### src/rtl/reg_arb_pkg.sv
// Shared types and helpers for the register-bank write arbiter.
package reg_arb_pkg;

  typedef enum logic [1:0] {
    IDLE  = 2'd0,
    WRITE = 2'd1,
    ACK   = 2'd2
  } arb_state_t;

  // Round-robin pointer advance: the slot after the last winner, wrapping at m.
  function automatic int rr_next(input int ptr, input int m);
    return (ptr + 1) % m;
  endfunction

endpackage

### src/rtl/rr_picker.sv
// Combinational round-robin picker: first set req bit at or after ptr, wrapping.
module rr_picker #(
  parameter int M = 4
) (
  input  logic [M-1:0]         req,
  input  logic [$clog2(M)-1:0] ptr,
  output logic                 any,
  output logic [$clog2(M)-1:0] win
);

  localparam int PW = $clog2(M);

  logic [2*M-1:0] dbl;

  // Lower copy is masked below ptr, so a hit there is always at/after ptr;
  // the upper copy supplies the wrapped candidates.
  always_comb begin
    dbl = {req, req};
    for (int i = 0; i < M; i++) begin
      if (i < int'(ptr)) dbl[i] = 1'b0;
    end
    any = |req;
    win = '0;
    for (int j = 2*M-1; j >= 0; j--) begin
      if (dbl[j]) win = PW'(j % M);
    end
  end

endmodule

### src/rtl/reg_bank_write_arbiter.sv
// Round-robin arbiter sharing one register-bank write path among M requesters.
module reg_bank_write_arbiter
  import reg_arb_pkg::*;
#(
  parameter int N = 8,
  parameter int M = 4,
  parameter int K = 8
) (
  input  logic                       Clk,
  input  logic                       R,
  input  logic [M-1:0]               req,
  input  logic [M*$clog2(K)-1:0]     addr,
  input  logic [M*N-1:0]             data,
  output logic [M-1:0]               gnt,
  output logic                       err,
  output logic [K-1:0]               reg_en,
  output logic [N-1:0]               reg_d,
  output logic                       busy,
  output arb_state_t                 state,
  output logic [$clog2(M)-1:0]       ptr
);

  localparam int AW = $clog2(K);
  localparam int PW = $clog2(M);

  // Handshake: a requester holds req/addr/data until it sees its one-cycle gnt
  // pulse; the values are captured in IDLE, so later changes never matter.
  logic [PW-1:0] win, win_q;
  logic          any;
  logic [AW-1:0] sel_addr, addr_q;
  logic [N-1:0]  sel_data, data_q;
  logic [K-1:0]  en_next;
  logic [M-1:0]  win_onehot;
  logic          q_hit;

  rr_picker #(.M(M)) u_picker (
    .req (req),
    .ptr (ptr),
    .any (any),
    .win (win)
  );

  always_comb begin
    sel_addr = '0;
    sel_data = '0;
    for (int i = 0; i < M; i++) begin
      if (win == PW'(i)) begin
        sel_addr = addr[i*AW +: AW];
        sel_data = data[i*N +: N];
      end
    end
    en_next = '0;
    q_hit   = 1'b0;
    for (int k = 0; k < K; k++) begin
      en_next[k] = (sel_addr == AW'(k));
      if (addr_q == AW'(k)) q_hit = 1'b1;
    end
    win_onehot = '0;
    for (int i = 0; i < M; i++) begin
      win_onehot[i] = (win_q == PW'(i));
    end
  end

  // All outputs come straight from flops: the bank gates its clock with reg_en.
  always_ff @(posedge Clk or negedge R) begin
    if (!R) begin
      state  <= IDLE;
      ptr    <= '0;
      win_q  <= '0;
      addr_q <= '0;
      data_q <= '0;
      gnt    <= '0;
      err    <= 1'b0;
      reg_en <= '0;
      busy   <= 1'b0;
    end else begin
      case (state)
        IDLE: begin
          if (any) begin
            win_q  <= win;
            addr_q <= sel_addr;
            data_q <= sel_data;
            reg_en <= en_next;
            busy   <= 1'b1;
            state  <= WRITE;
          end
        end
        WRITE: begin
          reg_en <= '0;
          gnt    <= win_onehot;
          err    <= ~q_hit;
          state  <= ACK;
        end
        ACK: begin
          gnt   <= '0;
          err   <= 1'b0;
          busy  <= 1'b0;
          ptr   <= PW'(rr_next(int'(win_q), M));
          state <= IDLE;
        end
        default: state <= IDLE;
      endcase
    end
  end

  assign reg_d = data_q;

endmodule

### config.mk
export PLATFORM = sky130hd
export DESIGN_NAME = reg_bank_write_arbiter
export DESIGN_NICKNAME = d
export VERILOG_FILES = /design/src/rtl/reg_arb_pkg.sv /design/src/rtl/rr_picker.sv /design/src/rtl/reg_bank_write_arbiter.sv
export SDC_FILE = /design/constraint.sdc
export NUM_CORES = 1
export LEC_CHECK = 0
export CAP_MARGIN = 20
export CORE_MARGIN = 1.5
export CORE_UTILIZATION = 45
export DETAILED_ROUTE_END_ITERATION = 10
export PLACE_DENSITY = 0.86
export SYNTH_ARGS = -nofsm -noshare
export SYNTH_HDL_FRONTEND = slang
export SYNTH_SLANG_ARGS = --single-unit
### constraint.sdc
create_clock -name Clk -period 3 [get_ports Clk]
set_input_delay 0.45 -clock Clk [delete_from_list [all_inputs] [get_ports Clk]]
set_output_delay 0.45 -clock Clk [all_outputs]
set_load 0.03 [all_outputs]
* Yosys cells after proc, flatten, opt, wreduce, memory -nomap -nowiden *
Index checks and enable logic that the tools add are counted.

word-level totals
  memory bits (writable) = 0
  input bits = 50
  latch bits = 0
  memory bits (read-only) = 0
  output and inout port bits = 26
  word-level logic and storage cells = 83
  memories kept = 0
  flip-flop bits (word level) = 31

cells by class
  bitwise logic cells = 1
  eq/ne operators = 23
  order comparisons = 3
  shifts and indexed selects = 0
  div/mod/pow operators = 0
  $add $sub $neg = 1
  multiplexer cells = 34
  $mul = 0
  reductions and logical operators = 12

operators by type and width
  cell                                                                    number
  8-bit two-way mux                                                       5
  3-bit equality test (second input constant)                             8
  2-bit two-way mux                                                       8
  8-bit case mux with 2 select lines                                      1
  3-bit by 2-bit equality test with 1-bit output (second input constant)  4
  1-bit two-way mux                                                       12
  3-bit two-way mux                                                       4
  2-bit equality test (second input constant)                             5
  4-bit case mux with 2 select lines                                      1
  2-bit by 1-bit equality test with 1-bit output (second input constant)  3
  3-bit by 1-bit equality test with 1-bit output (second input constant)  2
  2-bit logical NOT                                                       3
  3-bit logical NOT                                                       2
  2-bit AND reduction                                                     3
  2-bit nonzero test                                                      3
  1-bit by 2-bit < comparator with 1-bit output (first input constant)    2
  1-bit case mux with 2 select lines                                      2
  2-bit case mux with 2 select lines                                      1
  4-bit OR reduction                                                      1
  2-bit by 1-bit adder with 2-bit output (second input constant)          1
  2-bit < comparator (first input constant)                               1
  2-bit != test (second input constant)                                   1
  1-bit NOT                                                               1

* Depth between registers and ports, before layout *
  depth in word-level cells = 15
  mapped depth = 7
  depth with buffers taken out = 6

* Cells and area by module *
A second synthesis with hierarchy kept.

second synthesis, totals
  cell total of the unflattened synthesis = 114
  area total of the unflattened synthesis = 1521.5 um^2

modules (own cells, without submodules)
  module                  instances  cells each  area each (um^2)  seq. area each (um^2)
  reg_bank_write_arbiter  1          102         1443.9            700.7
  rr_picker               1          12          77.6              0.0

* Worst setup path before layout *
OpenSTA, ideal clock, no wires.

  path kind = register -> register
  from = register ptr[1]
  to = register reg_en[4]
  stages on the path, launching flop included = 7
  setup slack = 1121 ps
  buffers on the path = 0
  data arrival time = 1769 ps
  path through = dfrtp_1 or2b_1 a21oi_1 a21oi_2 mux2i_1 mux2_4 o41ai_1

on the way
  longest elaborated chain between the ends = 13
  elaborated cells on any way between the ends = 20
  classes of those cells = order compare (3); eq/ne (4); mux (12); reduce/logical (1)

RTL lines
  what                                    RTL line                      RTL
  start: declaration                      reg_bank_write_arbiter.sv:20  output logic [$clog2(M)-1:0] ptr
  start signal: assignment                reg_bank_write_arbiter.sv:98  ptr <= PW'(rr_next(int'(win_q), M));
  2-bit < comparator                      rr_picker.sv:20               if (i < int'(ptr)) dbl[i] = 1'b0;
  1-bit two-way mux                       rr_picker.sv:20
  2-bit two-way mux (2 in a row)          rr_picker.sv:25               if (dbl[j]) win = PW'(j % M);
  2-bit two-way mux (*)                   rr_picker.sv:25
  2-bit logical NOT                       reg_bank_write_arbiter.sv:47  if (win == PW'(i)) begin
  3-bit two-way mux (3 in a row)          reg_bank_write_arbiter.sv:47
  3-bit two-way mux (*)                   reg_bank_write_arbiter.sv:47
  3-bit equality test (*)                 reg_bank_write_arbiter.sv:55  en_next[k] = (sel_addr == AW'(k));
  8-bit two-way mux (*)                   reg_bank_write_arbiter.sv:79  if (any) begin
  8-bit case mux with 2 select lines (*)  reg_bank_write_arbiter.sv:77  case (state)
  end signal: assignment                  reg_bank_write_arbiter.sv:83  reg_en <= en_next;
  end: declaration                        reg_bank_write_arbiter.sv:16  output logic [K-1:0] reg_en,

Every way passes the cells marked *; elsewhere a longest branch is shown, timed or not. The select of a mux whose other input is x is not followed.
A chain may end at the register's enable or synchronous reset.

* Worst setup path after layout *
  from = input req[1]
  to = register reg_en[6]

on the way
  longest elaborated chain between the ends = 14
  elaborated cells on any way between the ends = 21
  classes of those cells = eq/ne (5); mux (13); reduce/logical (3)

RTL lines
  what                                RTL line                      RTL
  start: declaration                  reg_bank_write_arbiter.sv:11  input logic [M-1:0] req,
  2-bit two-way mux (6 in a row)      rr_picker.sv:25
  2-bit logical NOT                   reg_bank_write_arbiter.sv:47
  3-bit two-way mux (4 in a row)      reg_bank_write_arbiter.sv:47
  3-bit equality test                 reg_bank_write_arbiter.sv:55
  8-bit two-way mux                   reg_bank_write_arbiter.sv:79
  8-bit case mux with 2 select lines  reg_bank_write_arbiter.sv:77

Several ways; a longest one is shown, not always the timed one. The select of a mux whose other input is x is not followed.

==> metrics.md <==
| Metric | Value |
|---|---|
| Status | completed |
| Total cell area at the placement stage | 2460 um^2 |
| Clock Tree Root | clkbuf_8 |
| Violation count after the first detailed-route iteration | 116 |
| Count of vias placed by the detailed router | 1528 |
| Number of cell instances on the worst register-to-register path | 6 |
| Critical Path Source | req[1] |
| Required time at the worst-slack endpoint | 3.16 ns |
| Die boundary height | 64.0 um |
| Cell leakage power | 1.11 nW |
| Overall routing resource usage | 0.207 |
| Max Fanout on Critical Path | 15 |
| Fraction of final layout cells with drive strength greater than 1 | 0.0905 |
| CTS tree | yes |
| Sequential share of the synthesized area | 0.418 |
| Most instantiated library cell after synthesis | dfrtp_1 |
| Final critical path time including I/O delays and setup | 2.35 ns |
| TritonCTS Buffers | 3 |
| Setup slack, reg-to-reg | 0.89 ns |
| Die outline area | 4100 um^2 |
| Path type of the worst setup path | input pin to flip-flop |
| Number of flip-flops and latches in the synthesized netlist | 28 |
| I/O pin count | 76 |
| Clock buffer depth | 2 |
| Netlist Area Pre-Place | 1680 um^2 |
| GRT Residual Overflow | 0 |
| Maximum number of pins on one net before global-route repair | 29 |
| Post-Syn Area per Cell | 9.97 um^2 |
| Final hold violation count | 0 |
| Core area | 3440 um^2 |
| Post-route setup TNS | 0 ns |
| Worst vdd ir | 0.527 mV |
| Clock insertion delay at the later pin of the skew report | 0.27 ns |
| Max-capacitance violation count | 0 |
| Total non-filler cell area in the finished layout | 2520 um^2 |
| Number of global-route vias before repair | 1455 |
| Cell types occupying the most area after synthesis | dfrtp_1 42%, mux2i_1 11%, ha_1 6.0% |
| Number of levels in the clock H-tree | 1 |
| Clock transition at the registers of the reported paths | 0.09 ns |
| Relative slew slack | 0.612 |
| Post-synth top cells | 28 x dfrtp_1, 24 x nand2_1, 19 x mux2i_1 |
| Post-synthesis net count | 226 |
| Max-slew violation count | 0 |
| Critical register-to-register path startpoint | ptr[1] |
| Critical Path Sink Type | flip-flop |
| Initial standard-cell utilization of the core | 0.487 |
| Hold Buf Count CTS | 0 |
| Post-synthesis to final-layout area growth | 50.3% |
| Highest achievable clock rate | 425 MHz |
| Kind of launch point of the worst setup path | input pin |
| FP Rows | 21 |
| Global placement routability congestion | 0.853 |
| Final HPWL DP | 3130 um |
| Post-detailed-route DRC marker count | 0 |
| Average wire length per cell after detail routing | 14.2 um |
| Largest area contributor in the synthesized netlist | dfrtp_1 |
| Post-synth ARST share | 1.00 |
| Arr. time, crit path | 2.51 ns |
| Count of endpoints failing setup in the final report | 0 |
| Most frequently used flop master after synthesis | dfrtp_1 |
| Ys Warns | 0 |
| Wirelength, routed | 4110 um |
| Period Utilization, post-route | 0.784 |
| Worst Hold Class | flip-flop to flip-flop |
| Measured slew at the worst slew-check pin | 0.578 ns |
| Resized Gates After CTS | 0 |
| Initial antenna violation count | 0 |
| EDFF count, synth | 0 |
| Global-route wire length before repair | 6680 um |
| Antenna Cells | 0 |
| Number of input and output port buffers inserted | 75 |
| Post-CTS Setup Repair Bufs | 0 |
| Post-Synthesis Cells | 168 |
| Final layout net count | 302 |
| Crit path to | reg_en[6] |
| Average vias per placed instance | 5.29 |
| Count of antenna-violating nets left after detailed routing | 0 |
| Worst clock skew | 0.00559 ns |
| RSZ-0062 raised after global routing | no |
| Capturing point of the worst reg2reg path | reg_en[6] |
| Count of TritonRoute iterations in the first routing pass | 4 |
| Areal power density over the cells | 928 nW/um^2 |
| Synth top area share | 0.418 |
| Yosys cell types | 35 |
| Die width | 64.0 um |
| Number of clock sinks | 28 |
[power by group]
group	internal [W]	switching (W)
logic	0.000628	0.000835
clock network	0.000117	0.000114
registers	0.000536	0.000109
[flip-flops by register name, summed over array words and instances, names as in the netlist]
register and cells:
busy 1, gnt 4, err 1, ptr 2, state 2, win_q 2, reg_en 8, reg_d 8
[cells in the final DEF (no fill, tap or decap), types with 2 or more instances in the layout]
| cell type | Yosys | final |
|---|---|---|
| o21ai_0 | 16 | 16 |
| ha_1 | 8 | 8 |
| o41ai_1 | 8 | 8 |
| a22oi_1 | 3 | 3 |
| clkbuf_8 | 0 | 4 |
| mux2_2 | 8 | 8 |
| a21oi_1 | 6 | 6 |
| dfrtp_1 | 28 | 28 |
| nand2_1 | 24 | 24 |
| inv_1 | 12 | 12 |
| a22o_1 | 2 | 2 |
| clkdlybuf4s50_1 | 0 | 75 |
| nor2_1 | 3 | 3 |
| mux2i_1 | 19 | 19 |
| buf_4 | 1 | 4 |
| o22ai_1 | 2 | 2 |
| nand3b_1 | 4 | 4 |
[per-layer routing]
metal  vias up  share of wire  GRT usage
met5         -              0          0
met4         0         0.0066     0.0707
met3         2          0.071     0.0440
met2        61           0.47      0.332
met1       707           0.45      0.277
li1        758              -          -
[metrics by stage]
step | power (W) | hold WS, ns | util | worst slack, ns | std cells
finish | 0.00234 | 0.486 | 0.732 | 0.649 | 289
global route | 0.00250 | 0.515 | 0.732 | 0.463 | 289
CTS | 0.00235 | 0.487 | 0.732 | 0.661 | 289
detailed placement | 0.00212 | 0.464 | 0.716 | 0.384 | 285
global placement | 0.00208 | 0.458 | 0.716 | 0.488 | 285
floorplan | 0.00160 | 0.154 | - | 1.12 | 168
[cell families after synthesis]
| group | count (synthesis) | synth area share |
|---|---|---|
| muxes | 28 | 0.176 |
| adders and majority gates | 8 | 0.0597 |
| DFF | 28 | 0.418 |
| buffers and inverters | 21 | 0.0590 |
| and+or+nand+nor | 36 | 0.0978 |
| AOI/OAI and AO/OA | 47 | 0.189 |
[critical path: stages]
cell	delay, ns
clkdlybuf4s50_1	0.52
a21o_1	0.20
a21oi_1	0.14
o22a_2	0.37
inv_2	0.13
mux2_4	0.34
o41ai_1	0.36
[area by class of cell]
cell class,count,area (um^2)
Sequential cell,28,701
Clock buffer,4,55.1
Tap cell,46,57.6
Fill cell,268,923
Inverter,13,48.8
Multi-Input combinational cell,119,876
Timing Repair Buffer,79,781
[worst min-delay path by stage]
stage	startpoint	end	slack [ns]	depth (start not counted)
2_1_floorplan	R	busy	0.15	0
3_3_place_gp	reg_en[6]	reg_en[6]	0.46	2
3_5_place_dp	reg_en[3]	reg_en[3]	0.46	2
4_1_cts	reg_en[3]	reg_en[3]	0.49	2
5_1_grt	reg_en[1]	reg_en[1]	0.51	2
6_report	reg_en[3]	reg_en[3]	0.49	2
Power figures use the tool's default switching activity.
